--- src/rtl/register_file_pkg.sv ---
// Shared datapath widths, flag bit positions and the PC next-value helper.
// Consumed by register_file, reg_en8, and the ALU / control unit.
package register_file_pkg;

  localparam int DATA_W = 8;
  localparam int ADDR_W = 16;

  localparam int FLAG_C = 0;
  localparam int FLAG_Z = 1;
  localparam int FLAG_N = 2;
  localparam int FLAG_V = 3;

  // Priority is load > write-low-byte > increment > hold. The increment wraps modulo 2^16.
  function automatic logic [ADDR_W-1:0] pc_next(
    input logic [ADDR_W-1:0] pc,
    input logic              load,
    input logic              write,
    input logic              inc,
    input logic [ADDR_W-1:0] direct,
    input logic [DATA_W-1:0] data
  );
    logic [ADDR_W-1:0] nxt;
    nxt = pc;
    if (load) begin
      nxt = direct;
    end else if (write) begin
      nxt = {pc[ADDR_W-1:DATA_W], data};
    end else if (inc) begin
      nxt = pc + 16'd1;
    end
    return nxt;
  endfunction

endpackage

--- src/rtl/reg_en8.sv ---
// 8-bit load-enable register with an async active-low reset to RESET_VAL.
// It loads one cycle after the enabling edge and never stalls.
module reg_en8
  import register_file_pkg::*;
#(
  parameter logic [DATA_W-1:0] RESET_VAL = '0
) (
  input  logic              clk,
  input  logic              rst_n,
  input  logic              en,
  input  logic [DATA_W-1:0] d,
  output logic [DATA_W-1:0] q
);

  logic [DATA_W-1:0] data_d;
  logic [DATA_W-1:0] data_q;

  // d is only looked at when en is high, so an undriven d cannot leak into the register.
  always_comb begin
    data_d = data_q;
    if (en) begin
      data_d = d;
    end
  end

  always_ff @(posedge clk or negedge rst_n) begin
    if (!rst_n) begin
      data_q <= RESET_VAL;
    end else begin
      data_q <= data_d;
    end
  end

  assign q = data_q;

endmodule

--- src/rtl/register_file.sv ---
// CPU architectural registers: ACC, X, Y, SP, IR, FLAGS, plus a 16-bit PC that drives addr_bus.
// Writes are visible one cycle after the enabling edge. The block has no backpressure, and all outputs come from flops.
module register_file
  import register_file_pkg::*;
#(
  parameter logic [ADDR_W-1:0] RESET_PC = 16'h0000,
  parameter logic [DATA_W-1:0] RESET_SP = 8'hFF
) (
  input  logic              clk,
  input  logic              reset,
  input  logic [DATA_W-1:0] data_in,
  input  logic              acc_write,
  input  logic              x_write,
  input  logic              y_write,
  input  logic              sp_write,
  input  logic              ir_write,
  input  logic              flags_write,
  input  logic              pc_write,
  input  logic              pc_load,
  input  logic [ADDR_W-1:0] pc_direct,
  input  logic              pc_inc,
  output logic [DATA_W-1:0] acc_out,
  output logic [DATA_W-1:0] x_out,
  output logic [DATA_W-1:0] y_out,
  output logic [DATA_W-1:0] sp_out,
  output logic [DATA_W-1:0] ir_out,
  output logic [DATA_W-1:0] flags_out,
  output logic [ADDR_W-1:0] pc_out,
  output logic [ADDR_W-1:0] addr_bus
);

  logic [ADDR_W-1:0] pc_d;
  logic [ADDR_W-1:0] pc_q;

  reg_en8 #(.RESET_VAL(8'h00)) u_acc (
    .clk(clk), .rst_n(reset), .en(acc_write), .d(data_in), .q(acc_out)
  );

  reg_en8 #(.RESET_VAL(8'h00)) u_x (
    .clk(clk), .rst_n(reset), .en(x_write), .d(data_in), .q(x_out)
  );

  reg_en8 #(.RESET_VAL(8'h00)) u_y (
    .clk(clk), .rst_n(reset), .en(y_write), .d(data_in), .q(y_out)
  );

  reg_en8 #(.RESET_VAL(RESET_SP)) u_sp (
    .clk(clk), .rst_n(reset), .en(sp_write), .d(data_in), .q(sp_out)
  );

  reg_en8 #(.RESET_VAL(8'h00)) u_ir (
    .clk(clk), .rst_n(reset), .en(ir_write), .d(data_in), .q(ir_out)
  );

  // FLAGS is stored byte-for-byte. Bit meanings are left to the ALU and control unit.
  reg_en8 #(.RESET_VAL(8'h00)) u_flags (
    .clk(clk), .rst_n(reset), .en(flags_write), .d(data_in), .q(flags_out)
  );

  always_comb begin
    pc_d = pc_next(pc_q, pc_load, pc_write, pc_inc, pc_direct, data_in);
  end

  always_ff @(posedge clk or negedge reset) begin
    if (!reset) begin
      pc_q <= RESET_PC;
    end else begin
      pc_q <= pc_d;
    end
  end

  assign pc_out   = pc_q;
  assign addr_bus = pc_q;

endmodule

--- config.mk ---
export PLATFORM = sky130hd
export DESIGN_NAME = register_file
export DESIGN_NICKNAME = d
export VERILOG_FILES = /design/src/rtl/register_file_pkg.sv /design/src/rtl/reg_en8.sv /design/src/rtl/register_file.sv
export SDC_FILE = /design/constraint.sdc
export NUM_CORES = 1
export LEC_CHECK = 0
export CAP_MARGIN = 15
export CORE_MARGIN = 3
export CORE_UTILIZATION = 45
export CTS_CLUSTER_DIAMETER = 150
export DETAILED_ROUTE_END_ITERATION = 8
export GPL_ROUTABILITY_DRIVEN = 0
export GPL_TIMING_DRIVEN = 0
export PLACE_DENSITY = 0.81
export SETUP_SLACK_MARGIN = 0.5
export SYNTH_ARGS = -nofsm -noshare
export SYNTH_HDL_FRONTEND = slang
export SYNTH_HIERARCHICAL = 1
export SYNTH_SLANG_ARGS = --single-unit
export TNS_END_PERCENT = 100
--- constraint.sdc ---
create_clock -name clk -period 1.9 [get_ports clk]
set_clock_uncertainty 0.1 [all_clocks]
set_input_delay 0.57 -clock clk [delete_from_list [all_inputs] [get_ports clk]]
set_output_delay 0.57 -clock clk [all_outputs]
set_load 0.05 [all_outputs]
* After elaboration in Yosys (flattened, before gate mapping)
Cells that the tools add are included.
** Word-level totals
- Bits of input ports :: 35
- Output and inout port bits :: 80
- Bits in registers :: 64
- Word-level logic and storage cells :: 16
** Operators by class
- Equality and inequality tests :: 1
- Reduce and logical (&&, ||, !) cells :: 3
- Muxes and demuxes :: 3
- $add $sub $neg :: 1
** Operator list (count)
- $mux 16 :: 3
- $add 16x1->16 const B :: 1
- $reduce_bool 3->1 :: 1
- $ne 2x1->1 const B :: 1
- $reduce_and 2->1 :: 1
- $reduce_bool 2->1 :: 1

* Logic depth before layout (Yosys ltp)
Gate-level depths: netlist of the first run.
- Depth after elaboration :: 4
- Gate-level depth with buffers :: 5
- Mapped depth without buffers :: 5

* Hierarchy
The synthesis of the first run kept the hierarchy.
** By module, submodules not included
- reg_en8 (u_acc ...) :: area each 331.6 µm², cells an instance 17, sequential area each 200.2 µm², instances 5
- register_file :: area each 1161.1 µm², cells an instance 137, sequential area each 400.4 µm², instances 1
- reg_en8 (u_sp) :: area each 341.6 µm², cells an instance 17, sequential area each 210.2 µm², instances 1

* Worst setup path before layout of the first run
OpenSTA, ideal clock, no wires.
- Kind :: flip-flop to flip-flop
- Start point :: register pc_q[5] (netlist: addr_bus[5])
- End point :: register pc_q[15] (netlist: addr_bus[15])
- Setup time :: 0.082 ns
- Cell stages (with the launch flop) :: 5
- Path buffers :: 0
- Slack :: -0.078 ns
- Arrival :: 1.796 ns
- Period minus slack after synthesis :: 1.978 ns
- Required time :: 1.718 ns
- Cells stage by stage :: dfrtp_1 and4_4 nand3_4 or4_1 a31oi_1
** On the way
- Word-level cells in the longest chain between the ends :: 4
** Ends and longest elaborated chain
- start: declaration :: RTL line register_file.sv:33 : logic [ADDR_W-1:0] pc_q;
- start signal: assignment :: RTL line register_file.sv:68 : pc_q <= pc_d;
- $add 16x1->16 :: RTL line register_file_pkg.sv:29 : nxt = pc + 16'd1;
- $mux 16 :: RTL line register_file_pkg.sv:28 : end else if (inc) begin
- $mux 16 :: RTL line register_file_pkg.sv:26 : end else if (write) begin
- $mux 16 :: RTL line register_file_pkg.sv:24 : if (load) begin
Every way passes these cells. The select of a mux whose other input is x is not followed.
A chain may end at the register's enable or synchronous reset.

* Final worst setup path of the first run
- Start point :: register pc_q[0] (netlist: addr_bus[0])
- End point :: register pc_q[14] (netlist: addr_bus[14])
The elaborated chain is that of the path after synthesis.

==> metrics.cfg, run 1 <==
[power]
powerDensity_nw_per_um2=859.4
p_leak_nw=2.604
ir_drop_mv=0.6678

[logic_synthesis]
synthDistinctLibCells=41
synth_edf_count=0
syn_avg_cell_area_um2=13.22
ys_seq_area_share_pct=50.99
syn_area_um2=3161
synth_fp_nets=275
synthFlopType=dfrtp_1
ys_seq_elements=64
async_reset_ff_share_pct=100.0
synth_top_area_cell=dfrtp_1
synth_top_area_share_pct=44.34
syn-instance-count=239
synth_area_leaders=dfrtp_1 44%, mux2_4 23%, dfstp_2 6.7%
synth-warning-count=6

[global_routing]
grt_pass1_vias=2616
grt_usage_pct=21.20
grt_overflow_total=0
grt_pass1_wl_mm=13.72
antenna_found_initial=0
grt_max_degree=65

[clocking]
cts_tree=built
cts_buffers=9
clk_pin_slew_ps=80
htreeDepth=3
clock_latency_ps=340
clk_path_buf_depth=2
cts_sinks=64
cts_root_buf=clkbuf_8

[drt]
routed_via_density=5.290
drt_iter0_drc=176
drc=0
ant_nets=0
vias=2719
drt-total-wl_mm=10.19
drt-wirelength-per-cell_um=19.82
drtPass1Iterations=4

[setup_path]
crit_slowest_cell=dfrtp_4
arrival_ps=1930
crit_family=compound AO/OA/AOI/OAI gates
path_cells=buf_6, ha_4, nand4_1, buf_4, o31ai_1, a31oi_1
crit_required_ps=2000
path_class=reg -> reg
crit_fanout=4
start_kind=register
critPathBufInv=2
cp-end-kind=register
max_stage_delay_ps=440

[final_layout]
drive_gt1_share_pct=70.31
layout_common_cells=89 x buf_6, 48 x mux2_4, 44 x buf_4
nets=454
diodes=0
area_delta_synth_final_pct=76.33
final_common_cell=buf_6
final_cells=514

[timing]
fin_hold_ws_ps=197.2
period_share_pct=95.82
rsz0062_at_grt=true
relSlewSlack_pct=46.51
final_period_minus_worst_setup_slack_ps=1821
setup_viol=0
hold_viol=0
tightestPinTransition_ps=802.3
timing.setup.tns_ps=0
max_freq_mhz=549.3
finalMaxSlewViolations=0
fin_ws_ps=79.41

[floorplanning]
coreArea_um2=6568
die_y_um=89.81
num_io_pins=115
num_rows=29
fp.dieArea_um2=8065
die_w_um=89.81
initial_utilization_pct=48.12

[placed_design]
hpwlAfterDp_mm=5.490
portBuffers=107
post-place-ws_ps=-343.5
placed_cells=439

[hold_path]
min_path_type=in -> async

[status]
status=finished, final reports clean

[job]
cap_violations=0

==> cell usage after synthesis, drive strengths merged, types with 3 or more instances <==
cell     number
dfrtp        56
mux2         48
buf          25
nand2        17
o21ai        11
a21oi         9
dfstp         8
nand3         8
nor2          7
a22oi         5
a2bb2oi       5
a31oi         3
and3          3
inv           3
nand4         3
or4           3
==> state kept, by name, summed over array words and instances (netlist names) <==
signal	cells
addr_bus	16
u_acc/q	8
u_flags/q	8
u_ir/q	8
u_sp/q	8
u_x/q	8
u_y/q	8
==> kinds of logic after synthesis <==
family,after synthesis,synth area share (%)
flip-flops,64,50.99
adder cells (fa/ha/maj),1,0.3958
XOR/XNOR,3,0.8315
AO/OA/AOI/OAI,40,8.195
multiplexers,50,23.44
buffers and inverters,30,7.205
AND/OR/NAND/NOR,51,8.948
==> power by group <==
| group | switching (W) | total (W) | internal (W) |
|---|---|---|---|
| clock | 0.000525 | 0.00119 | 0.000661 |
| sequential | 0.000144 | 0.00167 | 0.00152 |
| combinational | 0.00104 | 0.00194 | 0.000899 |
==> through the flow <==
stage                     utilization [%]  instance area (um^2)  total power (W)
after floorplan                         -                  3391         0.002706
after global placement              69.71                  4578         0.003215
after detailed placement            69.67                  4576         0.003232
after CTS                           79.31                  5209         0.004607
after global routing                84.85                  5573         0.004946
final                               84.85                  5573         0.004790
==> area by class of cell <==
| class | count | area [um^2] |
|---|---|---|
| repair buffers | 168 | 1760 |
| flip-flops and latches | 64 | 1632 |
| multi-input cells | 145 | 1506 |
| fillers | 317 | 994.7 |
| plain buffers | 27 | 352.8 |
| clock buffers | 11 | 151.4 |
| well taps | 93 | 116.4 |
| clock inverters | 3 | 42.54 |
| inverters | 3 | 11.26 |
==> what timing repair did <==
action | CTS | global route
setup buffers | 36 | 25
pin swaps | 10 | 17
resized for setup | 595 | 49
endpoints found under the setup margin | 96 | 95
hold buffers | 0 | 0
==> layer usage <==
metal,GRT usage [%],routed length [um],vias to the layer above
met5,0,0,-
met3,7.262,816,15
li1,-,-,1200
met4,5.109,177,0
met2,35.59,5246,138
met1,26.44,3945,1366
==> worst register-to-register path, cell delays in order, from the launching register on <==
cell and delay (ps):
dfrtp_4 440, buf_6 120, ha_4 150, nand4_1 150
buf_4 190, o31ai_1 400, a31oi_1 150
==> worst paths after layout <==
path	slack, ps	endpoint	from	cells after the start
max in group asynchronous	900	addr_bus[5]	reset	1
setup / recovery	80	addr_bus[14]	addr_bus[0]	6
setup reg to reg	80	addr_bus[14]	addr_bus[0]	6
min in group clk	430	u_ir/q[7]	u_ir/q[7]	1
hold reg to reg	430	u_ir/q[7]	u_ir/q[7]	1
hold / removal	200	addr_bus[0]	reset	1
No activity file was read; power rests on OpenSTA's default activity.
==> run 2: changes to the inputs <==
--- a/config.mk
+++ b/config.mk
@@ -13,4 +13,5 @@
 export GPL_ROUTABILITY_DRIVEN = 0
 export GPL_TIMING_DRIVEN = 0
+export HOLD_SLACK_MARGIN = 0.02
 export PLACE_DENSITY = 0.81
 export SETUP_SLACK_MARGIN = 0.5
==> constraint.sdc (replaced) <==
create_clock -name clk -period 1.9 [get_ports clk]
set_clock_uncertainty 0.1 [all_clocks]
set_input_delay 0.38 -clock clk [delete_from_list [all_inputs] [get_ports clk]]
set_output_delay 0.38 -clock clk [all_outputs]
set_load 0.05 [all_outputs]
==> run 2 against run 1 <==
  * Maximum frequency is 13% higher
  * Die area stayed put
  * First-iteration DRC count is 47% lower
  * Critical path depth is 2 lower
  * Sequential power hardly changed
  * Critical endpoint unchanged
  * Highest routed layer unchanged
==> metrics.cfg, run 2 (same netlist as run 1, synthesis figures left out) <==
[floorplanning]
coreArea_um2=6568  ; unchanged
num_rows=29  ; unchanged
die_y_um=89.81  ; unchanged
initial_utilization_pct=48.12  ; unchanged
die_w_um=89.81  ; unchanged
fp.dieArea_um2=8065  ; unchanged
num_io_pins=115  ; unchanged

[timing]
final_period_minus_worst_setup_slack_ps=1605  ; -215.3 ps
finalMaxSlewViolations=0  ; unchanged
max_freq_mhz=622.9  ; +13%
hold_viol=0  ; unchanged
period_share_pct=84.49  ; -11 points
fin_hold_ws_ps=279.2  ; +81.95 ps
tightestPinTransition_ps=421.4  ; -380.9 ps
rsz0062_at_grt=true
setup_viol=0  ; unchanged
relSlewSlack_pct=71.90  ; +25 points

[final_layout]
nets=448  ; -1.3%
layout_common_cells=81 x buf_6, 48 x mux2_4, 47 x buf_4
final_cells=510  ; -0.78%
final_common_cell=buf_6
area_delta_synth_final_pct=71.93
nFillCells=327  ; +3.2%
diodes=0  ; unchanged
final_cell_area_um2=5434  ; -2.5%
largest_register_ffs=16  ; unchanged
drive_gt1_share_pct=65.71  ; -4.6 points

[global_routing]
grt_pass1_wl_mm=15.32  ; +12%
antenna_found_initial=0  ; unchanged
grt_pass1_vias=2772  ; +6.0%
grt_usage_pct=24.12  ; +2.9 points
grt_overflow_total=0  ; unchanged
grt_max_degree=43  ; -34%

[clocking]
clk_path_buf_depth=2  ; unchanged
htreeDepth=3  ; unchanged
cts_tree=built
clock_latency_ps=340  ; about the same
cts_buffers=9  ; unchanged
cts_sinks=64  ; unchanged
clk_pin_slew_ps=80  ; about the same
cts_root_buf=clkbuf_8

[power]
p_leak_nw=2.521  ; -3.2%
ir_drop_mv=0.5994  ; -10%
powerDensity_nw_per_um2=869.2  ; +1.1%
p_total_w=0.004723  ; -1.4%

[placed_design]
place_area_um2=4442  ; -2.9%
hpwlAfterDp_mm=5.925  ; +7.9%
placed_cells=440  ; +0.23%
portBuffers=107  ; unchanged

[drt]
drt_iter0_drc=93  ; -47%
drtPass1Iterations=6  ; +2
routed_via_density=5.186  ; -2.0%
vias=2645  ; -2.7%
ant_nets=0  ; unchanged
drc=0  ; unchanged
drt-wirelength-per-cell_um=19.55  ; -1.3%
drt-total-wl_mm=9.970  ; -2.1%

[setup_path]
start_kind=register
path_cells=ha_4, nand4_1, or4_1, a31oi_1
path_class=reg -> reg
crit_required_ps=2060  ; +60 ps
crit_family=simple AND/OR/NAND/NOR gates
crit_fanout=6  ; +2
crit_slowest_cell=or4_1
max_stage_delay_ps=550  ; +110 ps
cp-end-kind=register
arrival_ps=1760  ; -170 ps
critPathBufInv=0  ; -2

[hold_path]
min_path_type=in -> reg

[job]
cap_violations=0  ; unchanged

[status]
status=finished, final reports clean

run 2: changes by cell type in the layout (fill, tap and decap cells not counted), moves of 4 or more:
| cell | change |
|---|---|
| buf_6 | -8 |
| buf_8 | -4 |
| clkbuf_1 | +4 |
| clkdlybuf4s50_1 | +5 |
| nand2_1 | +4 |
run 2: routing by layer:
layer / routed length, um / global-route usage (%)
met4: 168 / 8.812
met2: 5218 / 42.73
met3: 736 / 6.511
met5: 0 / 0
met1: 3847 / 27.99
run 2: timing repair:
item,in CTS,in global routing
buffers inserted,30,23
endpoints found under the hold margin,20,0
setup endpoints to repair,95,107
hold buffers,1,0
pin swaps,16,10
gates resized for setup,611,30
run 2: worst paths after layout:
check / from / endpoint / slack (ps) / cells past startpoint
max: addr_bus[1] / addr_bus[14] / 290 / 4
min: ir_write / u_ir/q[1] / 280 / 2
max reg2reg: addr_bus[1] / addr_bus[14] / 290 / 4
min reg2reg: u_ir/q[0] / u_ir/q[0] / 440 / 1
max in group asynchronous: reset / u_sp/q[3] / 680 / 3
min in group asynchronous: reset / addr_bus[14] / 420 / 2
run 2: power breakdown:
part	leakage, nW	switching, W	internal [W]	total (W)
clock	0.0936	0.000534	0.000642	0.00118
sequential	0.731	0.000151	0.00152	0.00167
combinational	1.70	0.00101	0.000863	0.00188
run 2: final cells by class:
class	instances	area (um^2)	share of cell area [%]
buffer	27	290.3	5.342
clock buffer	13	148.9	2.740
clock inverter	3	42.54	0.7829
inverter	3	11.26	0.2072
multi-input combinational	145	1473	27.10
sequential	64	1629	29.98
tap	93	116.4	2.141
timing repair buffer	162	1723	31.71
run 2: stage by stage:
step	setup slack (ps)	utilization, %	setup TNS (ps)
4_1_cts	324.1	78.62	0
5_1_grt	234.4	82.74	0
6_report	294.7	82.74	0
3_5_place_dp	-229.9	67.63	-961.5
2_1_floorplan	202.7	-	0
3_3_place_gp	-1903	67.40	-105390
==> run 3: changes to the inputs <==
Clock period 1.9 ns to 1.68 ns, I/O delays scaled along.
==> run 3 against run 2 <==
  * Clock-buffer cell count is 3 lower
  * Total power is 21% higher
  * Cell area is 2.2% higher
  * Register-to-register slack worse by 220 ps
  * Core utilization is 1.8 points higher
  * Flip-flop and latch count stayed put
  * The run now ends with negative hold slack left
==> metrics.cfg, run 3 (same netlist as run 1, synthesis figures left out) <==
[status]
status=finished, violations left
violations=negative hold slack

[global_routing]
grt_overflow_total=0  ; unchanged
antenna_found_initial=0  ; unchanged
grt_usage_pct=22.50  ; -1.6 points
grt_max_degree=65  ; +51%
grt_pass1_vias=2740  ; -1.2%
grt_pass1_wl_mm=14.49  ; -5.4%

[clocking]
cts_sinks=64  ; unchanged
cts_root_buf=clkbuf_8
clk_pin_slew_ps=80  ; about the same
clk_path_buf_depth=2  ; unchanged
htreeDepth=3  ; unchanged
cts_buffers=9  ; unchanged
cts_tree=built
clock_latency_ps=340  ; about the same

[setup_path]
cp-end-kind=register
start_kind=register
crit_slowest_cell=dfrtp_2
rr_startpoint=addr_bus[9]
r2r_cells=5  ; +1
path_cells=and3_4, nand3_4, buf_4, o31ai_1, a31oi_1
crit_family=flip-flops
crit_required_ps=1790  ; -270 ps
path_class=reg -> reg
arrival_ps=1720  ; -40 ps
crit_fanout=6  ; unchanged
r2r_slack_ps=70  ; -220 ps
reg2reg_to=addr_bus[14]
critPathBufInv=1  ; +1
max_stage_delay_ps=450  ; -100 ps

[floorplanning]
coreArea_um2=6568  ; unchanged
fp.dieArea_um2=8065  ; unchanged
die_w_um=89.81  ; unchanged
num_rows=29  ; unchanged
num_io_pins=115  ; unchanged
initial_utilization_pct=48.12  ; unchanged
die_y_um=89.81  ; unchanged

[power]
ir_drop_mv=0.7232  ; +21%
p_leak_nw=2.595  ; +2.9%
powerDensity_nw_per_um2=1032  ; +19%

[drt]
drtPass1Iterations=4  ; -2
drt-wirelength-per-cell_um=20.20  ; +3.3%
vias=2787  ; +5.4%
drt_iter0_drc=109  ; +17%
ant_nets=0  ; unchanged
drt-total-wl_mm=10.48  ; +5.1%
routed_via_density=5.370  ; +3.5%
drc=0  ; unchanged

[final_layout]
drive_gt1_share_pct=69.95  ; +4.2 points
diodes=0  ; unchanged
layout_common_cells=78 x buf_6, 63 x buf_4, 48 x mux2_4
final_common_cell=buf_6
area_delta_synth_final_pct=75.73
nFillCells=318  ; -2.8%
final_cell_area_um2=5554  ; +2.2%
final_core_util_pct=84.57  ; +1.8 points
largest_register_ffs=16  ; unchanged
final_cells=519  ; +1.8%
nets=457  ; +2.0%

[timing]
setup_viol=0  ; unchanged
final_period_minus_worst_setup_slack_ps=1609  ; +4.126 ps
relSlewSlack_pct=45.78  ; -26 points
rsz0062_at_grt=true
hold_viol=19  ; +19
period_share_pct=95.80  ; +11 points
tightestPinTransition_ps=813.3  ; +391.9 ps
fin_hold_ws_ps=-17.91  ; -297.1 ps
finalMaxSlewViolations=0  ; unchanged
max_freq_mhz=621.4  ; -0.26%

[placed_design]
place_area_um2=4521  ; +1.8%
portBuffers=107  ; unchanged
hpwlAfterDp_mm=5.556  ; -6.2%
placed_cells=439  ; -0.23%

[job]
cap_violations=0  ; unchanged

[hold_path]
min_path_type=in -> async

[run 3: cell types whose count changed in the layout (fill, tap and decap cells not counted), sizes merged, moves of 2 or more]
cell,change
buf,+12
clkbuf,-3
bufinv,+2
clkdlybuf4s50,-2
dlygate4sd2,+2
[run 3: metrics by stage]
| stage | TNS, ps | power, W | worst slack (ps) | hold WS (ps) |
|---|---|---|---|---|
| finish | 0 | 0.005731 | 70.60 | -17.91 |
| global route | 0 | 0.005901 | 42.03 | 32.73 |
| CTS | 0 | 0.005558 | 134.3 | 5.839 |
| detailed placement | -4532 | 0.003635 | -461.9 | 376.5 |
| global placement | -122840 | 0.003614 | -2131 | 392.1 |
| floorplan | -33.23 | 0.003040 | -18.38 | -59.59 |
[run 3: repair_timing]
item,in CTS,in global routing
pin swaps,16,7
endpoints found under the setup margin,96,96
setup buffers,41,23
endpoints found under the hold margin,53,0
resized for setup,587,39
[run 3: worst max path at each step]
stage / startpoint / endpoint / slack (ps) / cells past startpoint
6_report: addr_bus[9] / addr_bus[14] / 70 / 5
4_1_cts: addr_bus[1] / addr_bus[14] / 130 / 4
5_1_grt: addr_bus[9] / addr_bus[13] / 40 / 5
3_5_place_dp: pc_inc / addr_bus[11] / -460 / 6
3_3_place_gp: reset / addr_bus[10] / -2130 / 1
2_1_floorplan: addr_bus[0] / addr_bus[14] / -20 / 4
[run 3: per-layer routing]
| metal | share of wire (%) | track usage [%] | up-vias |
|---|---|---|---|
| li1 | - | - | 1212 |
| met1 | 38 | 27.65 | 1395 |
| met2 | 51 | 37.34 | 154 |
| met3 | 7.9 | 6.845 | 26 |
| met4 | 2.3 | 8.557 | 0 |
| met5 | 0 | 0 | - |
[run 3: power by group]
group          internal [W]  total, W  switching [W]
Clock               0.00103   0.00169       0.000654
Sequential          0.00172   0.00189       0.000173
Combinational      0.000988   0.00215        0.00116
[run 3: final cells by class]
type | instances | area [um^2] | share of cell area [%]
tap | 93 | 116.4 | 2.095
sequential | 64 | 1629 | 29.33
buffer | 27 | 319.1 | 5.745
clock inverter | 6 | 115.1 | 2.073
clock buffer | 10 | 137.6 | 2.478
timing repair buffer | 171 | 1733 | 31.20
inverter | 3 | 11.26 | 0.2027
multi-input combinational | 145 | 1493 | 26.88
